$ cat src/rtl/pipe_collision_score.sv
`default_nettype none
// ============================================================================
//  Module   : pipe_collision_score
//  Purpose  : Game-state controller for a side-scrolling pipe game. Detects
//             bird/pipe/floor collisions once per frame, keeps a 3-digit BCD
//             score, and sequences IDLE -> PLAY -> DEAD -> IDLE.
//  Revision : 1.0  initial release
// ----------------------------------------------------------------------------
//  Ports
//    clk          in   1   system clock, rising edge
//    RESET_N      in   1   synchronous active-low reset
//    move         in   1   frame tick from pipe generator (asynchronous, slow)
//    flap         in   1   player button, debounced level
//    bird_y       in  11   bird top edge
//    pipe_x       in  11   pipe left edge
//    pipe_y       in  11   pipe gap centre
//    playing      out  1   high in PLAY
//    game_over    out  1   high in DEAD
//    hit_pulse    out  1   one-clk pulse on the collision entering DEAD
//    score_bcd    out 12   score, three BCD digits, [11:8] hundreds
//    hiscore_bcd  out 12   best score (only with PIPE_COLLISION_HISCORE_EN)
//  Configuration
//    PIPE_COLLISION_HISCORE_EN : when defined, adds the hiscore_bcd register
//                                and port.
// ============================================================================
module pipe_collision_score #(
   parameter logic [10:0] BIRD_X      = 11'd200,
   parameter logic [10:0] BIRD_W      = 11'd32,
   parameter logic [10:0] BIRD_H      = 11'd24,
   parameter logic [10:0] PIPE_W      = 11'd60,
   parameter logic [10:0] GAP_H       = 11'd150,
   parameter logic [10:0] FLOOR_Y     = 11'd600,
   parameter logic [5:0]  DEAD_FRAMES = 6'd32
) (
   input  logic        clk,
   input  logic        RESET_N,
   input  logic        move,
   input  logic        flap,
   input  logic [10:0] bird_y,
   input  logic [10:0] pipe_x,
   input  logic [10:0] pipe_y,
   output logic        playing,
   output logic        game_over,
   output logic        hit_pulse,
   output logic [11:0] score_bcd
`ifdef PIPE_COLLISION_HISCORE_EN
   ,
   output logic [11:0] hiscore_bcd
`endif
);

   typedef enum logic [1:0] {
      S_IDLE = 2'd0,
      S_PLAY = 2'd1,
      S_DEAD = 2'd2
   } state_t;

   state_t      r_state;
   state_t      w_state_nxt;

   logic        r_mv_s1;
   logic        r_mv_s2;
   logic        r_mv_s3;
   logic        w_frame_tk;

   logic [10:0] r_prev_x;
   logic        r_scored;
   logic        w_scored_nxt;
   logic [5:0]  r_dead_cnt;
   logic [5:0]  w_dead_cnt_nxt;
   logic [11:0] r_score;
   logic [11:0] w_score_nxt;
   logic [11:0] w_score_inc;
   logic        r_playing;
   logic        r_game_over;
   logic        r_hit_pulse;
   logic        w_enter_dead;

   // ------------------------------------------------------------------------
   // move synchroniser; the third flop only serves edge detection
   // ------------------------------------------------------------------------
   always_ff @(posedge clk) begin
      if (!RESET_N) begin
         r_mv_s1 <= 1'b0;
         r_mv_s2 <= 1'b0;
         r_mv_s3 <= 1'b0;
      end else begin
         r_mv_s1 <= move;
         r_mv_s2 <= r_mv_s1;
         r_mv_s3 <= r_mv_s2;
      end
   end

   assign w_frame_tk = r_mv_s2 & ~r_mv_s3;

   // ------------------------------------------------------------------------
   // Collision geometry, all in 12 bits so sums near 2047 cannot wrap
   // ------------------------------------------------------------------------
   logic [11:0] w_bird_l, w_bird_r, w_bird_t, w_bird_b;
   logic [11:0] w_pipe_l, w_pipe_r, w_pipe_c, w_half_gap;
   logic [11:0] w_gap_top, w_gap_bot;
   logic        w_h_ovl, w_v_out, w_floor, w_hit, w_passed, w_wrapped;

   assign w_bird_l   = {1'b0, BIRD_X};
   assign w_bird_r   = {1'b0, BIRD_X} + {1'b0, BIRD_W};
   assign w_bird_t   = {1'b0, bird_y};
   assign w_bird_b   = {1'b0, bird_y} + {1'b0, BIRD_H};
   assign w_pipe_l   = {1'b0, pipe_x};
   assign w_pipe_r   = {1'b0, pipe_x} + {1'b0, PIPE_W};
   assign w_pipe_c   = {1'b0, pipe_y};
   assign w_half_gap = {2'b00, GAP_H[10:1]};

   // Gap top is clamped at zero when the gap reaches above the screen
   assign w_gap_top  = (w_pipe_c < w_half_gap) ? 12'd0 : (w_pipe_c - w_half_gap);
   assign w_gap_bot  = w_pipe_c + w_half_gap;

   assign w_h_ovl    = (w_bird_r > w_pipe_l) && (w_bird_l < w_pipe_r);
   assign w_v_out    = (w_bird_t < w_gap_top) || (w_bird_b > w_gap_bot);
   assign w_floor    = (w_bird_b >= {1'b0, FLOOR_Y});
   assign w_hit      = (w_h_ovl && w_v_out) || w_floor;
   assign w_passed   = (w_pipe_r < w_bird_l);
   assign w_wrapped  = (pipe_x > r_prev_x);

   // ------------------------------------------------------------------------
   // Saturating BCD increment
   // ------------------------------------------------------------------------
   always_comb begin
      w_score_inc = r_score;
      if (r_score == 12'h999) begin
         w_score_inc = r_score;
      end else if (r_score[3:0] != 4'd9) begin
         w_score_inc = {r_score[11:4], r_score[3:0] + 4'd1};
      end else if (r_score[7:4] != 4'd9) begin
         w_score_inc = {r_score[11:8], r_score[7:4] + 4'd1, 4'd0};
      end else begin
         w_score_inc = {r_score[11:8] + 4'd1, 8'h00};
      end
   end

   // ------------------------------------------------------------------------
   // FSM next-state and datapath next values
   // ------------------------------------------------------------------------
   always_comb begin
      w_state_nxt    = r_state;
      w_score_nxt    = r_score;
      w_scored_nxt   = r_scored;
      w_dead_cnt_nxt = r_dead_cnt;
      w_enter_dead   = 1'b0;

      // A pipe that jumped rightwards is a new pipe: re-arm scoring
      if (w_frame_tk && w_wrapped) begin
         w_scored_nxt = 1'b0;
      end

      case (r_state)
         S_IDLE: begin
            if (flap) begin
               w_state_nxt = S_PLAY;
               w_score_nxt = 12'h000;
            end
         end
         S_PLAY: begin
            if (w_frame_tk) begin
               if (w_hit) begin
                  // Collision takes priority over a same-frame point
                  w_state_nxt    = S_DEAD;
                  w_enter_dead   = 1'b1;
                  w_dead_cnt_nxt = 6'd0;
               end else if (w_passed && !r_scored) begin
                  w_score_nxt  = w_score_inc;
                  w_scored_nxt = 1'b1;
               end
            end
         end
         S_DEAD: begin
            if (w_frame_tk && (r_dead_cnt < DEAD_FRAMES)) begin
               w_dead_cnt_nxt = r_dead_cnt + 6'd1;
            end
            if (flap && (r_dead_cnt >= DEAD_FRAMES)) begin
               w_state_nxt = S_IDLE;
            end
         end
         default: begin
            w_state_nxt = S_IDLE;
         end
      endcase
   end

   // ------------------------------------------------------------------------
   // State and output registers
   // ------------------------------------------------------------------------
   always_ff @(posedge clk) begin
      if (!RESET_N) begin
         r_state     <= S_IDLE;
         r_score     <= 12'h000;
         r_scored    <= 1'b0;
         r_dead_cnt  <= 6'd0;
         r_prev_x    <= 11'd0;
         r_playing   <= 1'b0;
         r_game_over <= 1'b0;
         r_hit_pulse <= 1'b0;
      end else begin
         r_state     <= w_state_nxt;
         r_score     <= w_score_nxt;
         r_scored    <= w_scored_nxt;
         r_dead_cnt  <= w_dead_cnt_nxt;
         if (w_frame_tk) begin
            r_prev_x <= pipe_x;
         end
         r_playing   <= (w_state_nxt == S_PLAY);
         r_game_over <= (w_state_nxt == S_DEAD);
         r_hit_pulse <= w_enter_dead;
      end
   end

   assign playing   = r_playing;
   assign game_over = r_game_over;
   assign hit_pulse = r_hit_pulse;
   assign score_bcd = r_score;

`ifdef PIPE_COLLISION_HISCORE_EN
   logic [11:0] r_hiscore;

   // BCD digits order the same way as binary, so a plain compare suffices
   always_ff @(posedge clk) begin
      if (!RESET_N) begin
         r_hiscore <= 12'h000;
      end else if (w_enter_dead && (r_score > r_hiscore)) begin
         r_hiscore <= r_score;
      end
   end

   assign hiscore_bcd = r_hiscore;
`endif

endmodule
`default_nettype wire

$ cat config.mk
export PLATFORM = sky130hd
export DESIGN_NAME = pipe_collision_score
export DESIGN_NICKNAME = d
export VERILOG_FILES = /design/src/rtl/pipe_collision_score.sv
export SDC_FILE = /design/constraint.sdc
export NUM_CORES = 1
export LEC_CHECK = 0
export ABC_AREA = 1
export CAP_MARGIN = 20
export CORE_MARGIN = 3
export CORE_UTILIZATION = 30
export CTS_CLUSTER_DIAMETER = 150
export DETAILED_ROUTE_END_ITERATION = 7
export PLACE_DENSITY = 0.61
export SLEW_MARGIN = 20
export SYNTH_ARGS = -nofsm -noshare
export SYNTH_HDL_FRONTEND = slang
export SYNTH_SLANG_ARGS = --single-unit
$ cat constraint.sdc
create_clock -name clk -period 3.73 [get_ports clk]
set_input_delay 1.119 -clock clk [delete_from_list [all_inputs] [get_ports clk]]
set_output_delay 1.119 -clock clk [all_outputs]
set_load 0.1 [all_outputs]
[After elaboration in Yosys (flattened, before gate mapping)]
Cells that the tools add are included.
Word-level totals
  logic and storage cells: 90
  register bits after elaboration: 38
  bits of input ports: 37
Cells by class
  reduce and logical (&&, ||, !) cells: 17
  magnitude comparators: 10
  bitwise operators: 2
  muxes and demuxes: 24
  eq/ne operators: 16
  add/subtract/negate cells: 8
Operators with widths (number)
  2-to-1 mux 12 bit: 8
  case mux 12 bit (2 select lines): 1
  2-to-1 mux 6 bit: 3
  inequality test 2 bit (second input constant): 9
  adder 11 x 5 -> 12 bit (second input constant): 1
  adder 11 x 6 -> 12 bit (second input constant): 1
  adder 11 x 7 -> 12 bit (second input constant): 1
  adder 4 x 1 -> 4 bit (second input constant): 3
  == test 12 bit (second input constant): 1
  >= comparator 12 x 10 -> 1 bit (second input constant): 1
  greater-than comparator 12 bit: 1
  less-than comparator 11 x 12 -> 1 bit: 1
  less-than comparator 12 x 8 -> 1 bit (second input constant): 1
  less-than comparator 8 x 12 -> 1 bit (first input constant): 1
  case mux 6 bit (2 select lines): 1
  subtractor 11 x 7 -> 12 bit (second input constant): 1
  greater-than comparator 11 bit: 1
  greater-than comparator 8 x 11 -> 1 bit (first input constant): 1
  less-than comparator 11 x 7 -> 1 bit (second input constant): 1
  2-to-1 mux 2 bit: 4
  inequality test 4 bit (second input constant): 2
  AND reduction 8 bit: 1
  AND reduction 7 bit: 1
  adder 6 x 1 -> 6 bit (second input constant): 1
  other kinds (16): 30

[Longest topological paths before layout]
  word-level depth: 10
  depth in mapped cells: 25
  mapped depth without buffers: 24

[Worst setup path before layout]
OpenSTA, ideal clock, no wires.
  path type: input -> register
  start: input pipe_y[0]
  end: register r_dead_cnt[0]
  setup slack: -0.042 ns
  required time: 3.611 ns
  stages on the path: 20
  arrival time: 3.653 ns
  cell sequence: inv_1 ha_1 or2_2 nand2_1 nand3_1 a21oi_1 nand3_1 xor2_1 ha_1 nand4_1 nor3_1 nand2_1 o2111ai_1 o21ai_0 nand2_1 nand2_2 nand2_4 nand3_4 a22oi_1 nor2_1
On the way
  cells in the longest elaborated chain, start to end: 8
  elaborated cells between the ends (all ways): 11
Ends and longest elaborated chain
  from (decl): line 41  | input logic [10:0] pipe_y,
  subtractor 11 x 7 -> 12 bit or less-than comparator 11 x 7 -> 1 bit (tied branches): line 114  | assign w_gap_top = (w_pipe_c < w_half_gap) ? 12'd0 : (w_pipe_c - w_half_gap);
  2-to-1 mux 12 bit: line 114
  less-than comparator 11 x 12 -> 1 bit: line 118  | assign w_v_out = (w_bird_t < w_gap_top) || (w_bird_b > w_gap_bot);
  logical OR 1 bit *: line 118
  logical AND 1 bit *: line 120  | assign w_hit = (w_h_ovl && w_v_out) || w_floor;
  logical OR 1 bit *: line 120
  inequality test 2 bit (no source line) *
  AND reduction 4 bit (no source line) *
  to (signal assigned): line 206  | r_dead_cnt <= w_dead_cnt_nxt;
  to (decl): line 69  | logic [5:0] r_dead_cnt;
Every way passes the cells marked *; elsewhere a longest branch is shown, timed or not.
A chain may end at the register's enable or synchronous reset.

[Worst setup path in the final report]
  start: input pipe_y[1]
  end: register r_dead_cnt[2]
The elaborated chain is that of the path after synthesis.

==> results.md <==
* CTS sink cnt at 38
* Pre-CTS WS at -0.7829 ns
* FMAX at 283.1 MHz
* Simple-gate share of the synthesized area at between 30% and 40%
* Clock buffer depth at 2
* Drt via density at 4.681
* Most frequent cell after synthesis: nand2_1
* Critical path arrival at roughly 3.7 ns
* LEAKAGE at 2.429 nW
* Worst Hold Class: register to register
* Die ar. at 13230 sq um
* Initial antenna violation count at 0
* Register share of total power at 30.0%
* Syn Std Cell Area at 3566 sq um
* Crit path kind: input port to register
* Critical R2R Launch: r_mv_s2$_SDFF_PN0_
* Max-slew violation count at 0
* Max-Slew Margin vs Limit at 47.16%
* R2R Setup Slk at 1.53 ns
* TritonRoute pass-1 iters at 4
* Crit path to: r_dead_cnt[2]$_SDFFE_PN0P_
* Largest net degree at the start of global routing at 20
* NetSw at 0.5781 mW
* CTS Buf Count at 5
* Worst R2R Path Depth at 7
* Max IR drop VDD at approximately 0.29 mV
* GP Congestion at 0.8437
* 1st-iter DRT viols at 168
* DR DRC count at 0
* Vias in the first global route at 3607
* Int Pwr at 0.9441 mW
* Synth top area cells: dfxtp_1 21%, ha_1 16%, nand2_1 10%
* Setup Skew at 0.003269 ns
* Placed Area at ~4700 sq um
* Endpoints failing hold at 0
* Crit path time final at 3.533 ns
* Buffers on Ports at roughly 50
* Total Power at 1.522 mW
* Startpoint Class: input port
* Status: completed
* Share of layout cells above drive strength 1 at 29.26%
* Req. time, crit path at around 3.9 ns
* RSZ-0062 raised after global routing: yes
* Hpwl dp at 7.482 mm
* Gr usage total at 14.18%
* Worst Path Max Fanout at 6
* Post-Syn Area per Cell at 6.844 sq um
* # placed instances at 775
* Largest family of logic cells by synthesized area: simple AND/OR/NAND/NOR gates
* Final Setup Violations at 0
* Clock transition at the registers of the reported paths at 0.06 ns
* Commonest cells in the synthesized netlist: 97 x nand2_1, 70 x inv_1, 52 x nor2_1, 47 x ha_1, 46 x a21oi_1
* FP Rows at 39
* Finished Layout Cells at just under 800
* Critical path origin: pipe_y[1]
* Asr flop ratio synth at 0%
* Total gr overflow at 0
* Crit end category: register
* Final setup margin at 0.1973 ns
* Drt wl/cell at between 10 and 15 um
* Crit share post-route at 94.71%
* Fill count at between 1000 and 1500
* Worst r2r dst: score_bcd[1]$_SDFFE_PN0P_
* Fin nets at 729
* Post-DRT Antenna Nets at 0
* Syn Nets at roughly 610
* Synth unique cells at 42
* Share of the synthesized area in the top cell type at 21.33%
* N_diodes at 0
* Gate Count Post-Synth at 521
* Hold buffers post-CTS at 0
* Die X-Extent at 115.0 um
* Yosys warns at 0
* Clock Latency Late Sink at between 0.2 and 0.3 ns
* Starting Density at 30.96%
* Max cap viols at 0
* Core area at 11520 sq um
* Pwr Density at 295.7 nW/um^2
* Synthesis-stage register bit count at 38
* Sw frac at between 30 and 40%
* Synth area leader: dfxtp_1
* Root buffer cell: clkbuf_16
* Core Util, Final at between 40% and 50%
* Clk pwr share at 27.6%
* Min-Delay Startpoint: r_mv_s1$_SDFF_PN0_
* Clock tree from TritonCTS: done
* First-pass GRT wire length at 15.76 mm
* Number of enable flip-flop cells after synthesis at 0
* DR vias at around 3700
* Combinational share of power at between 40 and 50%
* Post-synthesis mux area share at 0%
* Seq/Total Area, Yosys at 21.33%
* Compound-cell area share of the yosys netlist at 14.18%
* XOR/XNOR share of the synthesized area at under 10%
* Die height at ~120 um
* Routed wire length at ~9.2 mm
* Synth Area in Adders at about 16%
* Worst-Margin Slew at approximately 0.8 ns
* Total number of H-tree levels at 2
* P&R area growth vs syn at 44.35%
* Final Cell Area at ~5100 sq um
* Ports at 52
* Most used DFF post-synth: dfxtp_1
repair_timing:
| item | CTS | global route |
|---|---|---|
| setup endpoints to repair | 24 | 24 |
| pin swaps | 15 | 25 |
| buffers inserted | 2 | 2 |
| cloned | 1 | 1 |
| resized for setup | 25 | 64 |
flip-flops by register name (all words and copies together), names as in the netlist:
signal / cells
r_mv_s1: 1
r_mv_s2: 1
score_bcd: 12
hit_pulse: 1
r_scored: 1
r_state: 2
game_over: 1
r_dead_cnt: 6
r_prev_x: 11
playing: 1
r_mv_s3: 1
cell type report:
class | instances | area [sq um] | area share (%)
multi-input combinational | 398 | 2740 | 53.23
sequential | 38 | 760.7 | 14.78
timing repair buffer | 120 | 1005 | 19.52
inverter | 82 | 315.3 | 6.125
clock buffer | 7 | 142.6 | 2.771
clock inverter | 1 | 5.005 | 0.09723
tap | 143 | 178.9 | 3.476
cells by family after synthesis:
logic type,Yosys count
and+or+nand+nor,237
AOI/OAI and AO/OA,91
buffers and inverters,87
adders and majority gates,47
DFF,38
xor gates and xnor gates,21
worst min-delay path by stage:
stage	cells past startpoint	endpoint
detailed placement	2	r_mv_s2$_SDFF_PN0_
CTS	2	r_mv_s2$_SDFF_PN0_
global route	2	r_mv_s3$_SDFF_PN0_
finish	2	r_mv_s2$_SDFF_PN0_
global placement	2	r_mv_s2$_SDFF_PN0_
floorplan	2	r_mv_s2$_SDFF_PN0_
power by group through the flow:
| stage | Clock [mW] | Sequential [mW] | Combinational [mW] |
|---|---|---|---|
| 5_1_grt | 0.453 | 0.462 | 0.716 |
| 3_5_place_dp | 0 | 0.466 | 0.600 |
| 2_1_floorplan | 0 | 0.584 | 0.276 |
| 6_report | 0.420 | 0.457 | 0.645 |
| 4_1_cts | 0.434 | 0.458 | 0.609 |
| 3_3_place_gp | 0 | 0.465 | 0.589 |
cell usage in the layout (no fill, tap or decap), types with 4 or more instances in the layout:
| master | n |
|---|---|
| nor2_1 | 48 |
| clkbuf_16 | 5 |
| buf_4 | 81 |
| nand2_2 | 15 |
| nand3_4 | 4 |
| a21oi_1 | 41 |
| o21ai_1 | 6 |
| clkbuf_2 | 4 |
| nand2_1 | 90 |
| o21ai_0 | 20 |
| nand3_1 | 25 |
| nor3_1 | 5 |
| xor2_1 | 8 |
| ha_1 | 43 |
| nand2_4 | 6 |
| nand4_1 | 12 |
| nand3_2 | 6 |
| a21oi_2 | 5 |
| inv_2 | 14 |
| inv_1 | 64 |
| xor2_2 | 4 |
| xnor2_1 | 8 |
| nor2_2 | 7 |
| dfxtp_1 | 38 |
| nand4_4 | 4 |
| dlymetal6s2s_1 | 5 |
| or2_2 | 4 |
| clkdlybuf4s50_1 | 25 |
| ha_4 | 4 |
metrics by stage:
step / TNS [ns] / hold slack, ns
global placement: -13.84 / 0.3926
CTS: 0 / 0.4191
finish: 0 / 0.4156
detailed placement: -16.82 / 0.4046
floorplan: 0 / 0.3905
global route: -0.7469 / 0.4544
per-layer routing:
layer  track usage [%]  routed length [um]
met5                 0                   0
met2             26.04                4686
met1             17.90                4287
met3             2.053                 157
met4             2.034                  41
critical path, stage by stage:
cell and delay, ns:
buf_8 0.08, inv_6 0.03, buf_6 0.10, a21oi_4 0.16, or2_4 0.14, nand3_2 0.06, inv_2 0.07, nor2_2 0.04
inv_1 0.06, nand3_2 0.10, nor2_2 0.15, nand2_2 0.08, ha_4 0.26, nand4_1 0.14, nor3_2 0.17, nand2_1 0.09
o2111ai_2 0.07, o21ai_1 0.09, nand2_1 0.08, nand2_2 0.06, nand2_4 0.12, nand3_4 0.12, nand2_4 0.14, nand2_1 0.09
a21oi_2 0.11
Power figures use the tool's default switching activity.
